<file path="config.mk">
export PLATFORM = sky130hd
export DESIGN_NAME = mux_rr_arbiter
export DESIGN_NICKNAME = d
export VERILOG_FILES = /design/src/rtl/mux_arb_pkg.sv /design/src/rtl/rr_pick4.sv /design/src/rtl/mux_rr_arbiter.sv
export SDC_FILE = /design/constraint.sdc
export NUM_CORES = 1
export LEC_CHECK = 0
export CAP_MARGIN = 5
export CORE_MARGIN = 4
export CORE_UTILIZATION = 47
export CTS_CLUSTER_DIAMETER = 30
export DETAILED_ROUTE_END_ITERATION = 6
export PLACE_DENSITY_LB_ADDON = 0.12
export SLEW_MARGIN = 20
export SYNTH_ARGS = -nofsm -noshare
export SYNTH_HDL_FRONTEND = slang
export SYNTH_SLANG_ARGS = --single-unit
</file>
<file path="constraint.sdc">
create_clock -name clk -period 2.58 [get_ports clk]
set_input_delay 0.387 -clock clk [delete_from_list [all_inputs] [get_ports clk]]
set_output_delay 0.387 -clock clk [all_outputs]
set_load 0.02 [all_outputs]
</file>
<file path="src/rtl/mux_arb_pkg.sv">
// Shared types and constants for the round-robin select arbiter.
// Select encoding follows the {s1,s2} mux pair: 00=a, 01=b, 10=c, 11=d.
package mux_arb_pkg;

  localparam int NUM_REQ = 4;

  typedef logic [1:0] sel_t;

  typedef enum logic {
    IDLE  = 1'b0,
    GRANT = 1'b1
  } arb_state_t;

  localparam sel_t SEL_A = 2'd0;
  localparam sel_t SEL_B = 2'd1;
  localparam sel_t SEL_C = 2'd2;
  localparam sel_t SEL_D = 2'd3;

  function automatic logic [NUM_REQ-1:0] sel2onehot(input sel_t sel);
    return 4'b0001 << sel;
  endfunction

endpackage

</file>
<file path="src/rtl/rr_pick4.sv">
// Combinational rotating-priority picker: first set bit of req at or after ptr, wrapping mod 4.
module rr_pick4
  import mux_arb_pkg::*;
(
  input  logic [NUM_REQ-1:0] req,
  input  sel_t               ptr,
  output logic               found,
  output sel_t               idx
);

  sel_t w_cand;

  // Walk offsets from farthest to nearest so the nearest hit overwrites.
  always_comb begin
    found  = 1'b0;
    idx    = ptr;
    w_cand = ptr;
    for (int k = NUM_REQ - 1; k >= 0; k--) begin
      w_cand = sel_t'(ptr + sel_t'(k));
      if (req[w_cand]) begin
        found = 1'b1;
        idx   = w_cand;
      end
    end
  end

endmodule

</file>
<file path="src/rtl/mux_rr_arbiter.sv">
// Round-robin arbiter driving the shared 4-to-1 select pair with a valid/ready output.
// Optional MUX_ARB_LOCK_EN adds a per-requester lock input that holds the grant for up to MAX_LOCK transfers.
module mux_rr_arbiter
  import mux_arb_pkg::*;
#(
  parameter int WIDTH    = 1,
  parameter int MAX_LOCK = 4
) (
  input  logic                 clk,
  input  logic                 rst_n,
  input  logic [NUM_REQ-1:0]   req,
  input  logic [WIDTH-1:0]     data_a,
  input  logic [WIDTH-1:0]     data_b,
  input  logic [WIDTH-1:0]     data_c,
  input  logic [WIDTH-1:0]     data_d,
`ifdef MUX_ARB_LOCK_EN
  input  logic [NUM_REQ-1:0]   lock,
`endif
  output logic [NUM_REQ-1:0]   gnt,
  output logic                 s1,
  output logic                 s2,
  output logic                 out_valid,
  output logic [WIDTH-1:0]     out_data,
  input  logic                 out_ready
);

  if (MAX_LOCK < 1) begin : g_badMaxLock
    $error("mux_rr_arbiter: MAX_LOCK must be at least 1");
  end

  arb_state_t          r_state;
  sel_t                r_ptr;
  sel_t                r_sel;
  logic [NUM_REQ-1:0]  r_gnt;

  logic                w_valid;
  logic                w_xfer;
  logic                w_stall;
  logic                w_keep;
  logic [NUM_REQ-1:0]  w_others;
  logic [NUM_REQ-1:0]  w_pickReq;
  sel_t                w_pickPtr;
  logic                w_found;
  sel_t                w_idx;
  logic [WIDTH-1:0]    w_data;

  assign w_valid = (r_state == GRANT) && req[r_sel];
  assign w_xfer  = w_valid && out_ready;
  assign w_stall = w_valid && !out_ready;

  // After a transfer the current holder is masked out unless it is the only requester left.
  assign w_others  = req & ~sel2onehot(r_sel);
  assign w_pickReq = (r_state == GRANT) ? ((w_others != '0) ? w_others : req) : req;
  assign w_pickPtr = (r_state == GRANT) ? sel_t'(r_sel + 2'd1) : r_ptr;

  rr_pick4 u_pick (
    .req   (w_pickReq),
    .ptr   (w_pickPtr),
    .found (w_found),
    .idx   (w_idx)
  );

`ifdef MUX_ARB_LOCK_EN
  localparam int CntW = (MAX_LOCK > 1) ? $clog2(MAX_LOCK) : 1;

  logic [CntW-1:0] r_lockCnt;

  assign w_keep = lock[r_sel] && req[r_sel] && (r_lockCnt < CntW'(MAX_LOCK - 1));

  // Counter survives only a stall; any rotation, drop or idle cycle restarts it.
  always_ff @(posedge clk or negedge rst_n) begin
    if (!rst_n) begin
      r_lockCnt <= '0;
    end else if (w_xfer && w_keep) begin
      r_lockCnt <= r_lockCnt + CntW'(1);
    end else if (!w_stall) begin
      r_lockCnt <= '0;
    end
  end
`else
  assign w_keep = 1'b0;
`endif

  always_ff @(posedge clk or negedge rst_n) begin
    if (!rst_n) begin
      r_state <= IDLE;
      r_ptr   <= SEL_A;
      r_sel   <= SEL_A;
      r_gnt   <= '0;
    end else begin
      case (r_state)
        IDLE: begin
          if (w_found) begin
            r_state <= GRANT;
            r_sel   <= w_idx;
            r_gnt   <= sel2onehot(w_idx);
          end else begin
            r_gnt   <= '0;
          end
        end
        GRANT: begin
          if (w_xfer) begin
            if (!w_keep) begin
              r_ptr <= sel_t'(r_sel + 2'd1);
              r_sel <= w_idx;
              r_gnt <= sel2onehot(w_idx);
            end
          end else if (!req[r_sel]) begin
            // Requester withdrew without a transfer: release without touching the pointer.
            r_state <= IDLE;
            r_gnt   <= '0;
          end
        end
        default: begin
          r_state <= IDLE;
          r_gnt   <= '0;
        end
      endcase
    end
  end

  always_comb begin
    w_data = '0;
    if (w_valid) begin
      case (r_sel)
        SEL_A:   w_data = data_a;
        SEL_B:   w_data = data_b;
        SEL_C:   w_data = data_c;
        default: w_data = data_d;
      endcase
    end
  end

  assign gnt       = r_gnt;
  assign s1        = r_sel[1];
  assign s2        = r_sel[0];
  assign out_valid = w_valid;
  assign out_data  = w_data;

endmodule

</file>
==> flow_summary.ini <==
[run_status]
status = finished clean

[floorplan]
ios = 19
die-area_um2 = 2221
start_util = 0.5266
die_h_um = 47.13
core_um2 = 1366
fp.dieW_um = 47.13
rows = 13

[synthesis]
ys_ff_latch = 9
synth_top_area_cell = dfrtp_1
synth_top_area_frac = 0.3130
syn_avg_cell_area_um2 = 10.43
netlist_instances = 69
syn_area_um2 = 719.4
synth_nets = 84
synth_warnings = 0
yosys-top-cells-area = dfrtp_1 31%, ha_1 7.0%, a41oi_2 6.8%
ys_seq_area_frac = 0.3130
ys_types = 33

[pwr]
seqPwrFrac = 0.217
power_density_nw_per_um2 = 1295
ir_worst_vdd_v = 0.0008228
internal-power_uw = 685.7
sw_frac_of_total = 0.4520
finalPower_mw = 1.251
pwr-share-comb = 0.701
p_sw_uw = 565.5
power_frac_clock = 0.081
leakage_nw = 0.4212

[sta]
clock_skew_ns = 0.001756
finalSetupViolations = 0
max_freq_mhz = 402.5
hold_viol_final = 0
fin_crit_ns = 2.485
tns_ns = 0
finalCritPeriodShare = 0.9630
max_slew.worst_pin.slew_ns = 0.3968
max_slew_margin = 0.7320
slew_violations = 0
rsz0062_at_grt = no

[routing]
drtIter0Drc = 14
num_vias = 640
drt-pass1-iter-count = 4
ant_nets = 0
wl_per_cell_um = 14.84
drc = 0
postRouteWirelength_um = 1603
routed_via_density = 5.926

[clock_tree]
cts_htree_levels = 1
cts_tree = built
cts.hold.buffers_added = 0
clock_sinks = 9
root_buffer = clkbuf_4
path_clk_slew_ns = 0.06
cts_setup_buffers = 0
clk_latency_ns = 0.25
cts_buffers = 3
cts_buffer_depth = 2

[global_routing]
antenna_found_initial = 0
grt_remaining_overflow = 0
grt_max_degree = 10
grt_pass1_vias = 622
grt_first_pass_wirelength_um = 2766
grt_use_total = 0.1783

[finish]
finalNetCount = 109
n_antenna_cell = 0
most-common-layout-cells = 17 x clkdlybuf4s50_1, 7 x dfrtp_1, 6 x nand2_1
final_common_cell = clkdlybuf4s50_1
syn_to_final_growth_pct = 34.26
drive_gt1_frac = 0.2581

[setup_path]
crit_path_max_fanout = 4
endpoint_kind = output port
arrival_ns = 2.10
critPathKind = in -> out
cp.required_ns = 2.19
worstSetupStartpointType = input port
rr_worst_depth = 8

[placed_design]
gp_congestion = 0.8543
dp_hpwl_um = 1297
portBuffers = 18

[worst_hold_path]
hp-class = in -> async

[job]
max-cap-violations = 0
-- critical path, stage by stage --
cell             delay [ns]
clkdlybuf4s50_1        0.47
mux2_2                 0.29
o211ai_1               0.30
inv_1                  0.10
clkdlybuf4s50_1        0.55
-- cell type report --
cell class / count / area (um2)
Clock buffer: 3 / 22.52
Clock inverter: 1 / 5.005
Fill cell: 102 / 400.4
Inverter: 4 / 15.01
Multi-Input combinational cell: 56 / 479.2
Sequential cell: 9 / 227.7
Tap cell: 15 / 18.77
Timing Repair Buffer: 20 / 197.7
-- kinds of logic (layout without fill, tap and decap cells) --
kind of cell,Yosys count,count (layout),synth area share
fa+ha+maj,4,4,0.06957
buf+inv,4,28,0.02086
flops,9,9,0.3130
mux,7,7,0.1096
compound gates,25,25,0.3270
simple gates,20,20,0.1600
-- Yosys cell counts, drive strengths merged --
cell type and number:
or2 1, a21oi 3, dfrtp 9, nor3 1
mux2i 3, o21a 1, a41oi 4, nand2b 5
a32o 4, a21boi 4, ha 4, a21o 1
o21ai 2, o32ai 1, o221ai 1, or3 1
o41ai 1, nor2 4, mux2 4, a41o 1
a222oi 1, o211ai 1, or2b 1, nand2 6
inv 4, nand3 1
-- sequential cells by signal, indices dropped and copies added (netlist names) --
name,count
r_sel,2
r_state,1
r_ptr,2
gnt,4
-- repair_timing --
action | in CTS | in global routing
gates resized for setup | 2 | 1
endpoints found under the setup margin | 1 | 1
hold endpoints to repair | 0 | 0
-- through the flow --
step                setup slack [ns]    util  instance area (um2)  hold WS [ns]  std cells
CTS                          0.04517  0.7051                963.4        0.4206        108
global route                 0.03896  0.7070                965.9        0.4159        108
detailed placement            0.1282  0.6832                933.4        0.4861        104
finish                       0.09537  0.7070                965.9        0.4155        108
global placement              0.1276  0.6832                933.4        0.4778        104
floorplan                     0.3066       -                719.4       0.09141         69
-- routing by layer --
metal	global-route usage	part of all wire	vias to the layer above
met3	0.03065	0.051	2
met4	0.09392	0.0050	0
met2	0.2954	0.50	13
met5	0	0	-
met1	0.2204	0.44	305
li1	-	-	320
-- power groups by stage --
stage	Clock [mW]	Combinational (mW)	Sequential [mW]
floorplan	0	0.605	0.294
CTS	0.108	0.878	0.272
global route	0.115	0.962	0.284
finish	0.102	0.878	0.272
global placement	0	0.868	0.268
detailed placement	0	0.875	0.271
-- final timing paths --
kind                                      startpoint                    to  slack [ns]
worst max-delay path                          req[0]             out_valid         0.1
worst min-delay path                           rst_n    gnt[0]$_DFFE_PN0P_        0.42
worst max register to register  r_sel[0]$_DFFE_PN0P_    gnt[0]$_DFFE_PN0P_        0.28
worst min register to register    gnt[2]$_DFFE_PN0P_    gnt[2]$_DFFE_PN0P_        0.50
max in group asynchronous                      rst_n  r_sel[1]$_DFFE_PN0P_        1.87
min in group clk                  gnt[2]$_DFFE_PN0P_    gnt[2]$_DFFE_PN0P_        0.50
(Power assumes the default switching activity.)
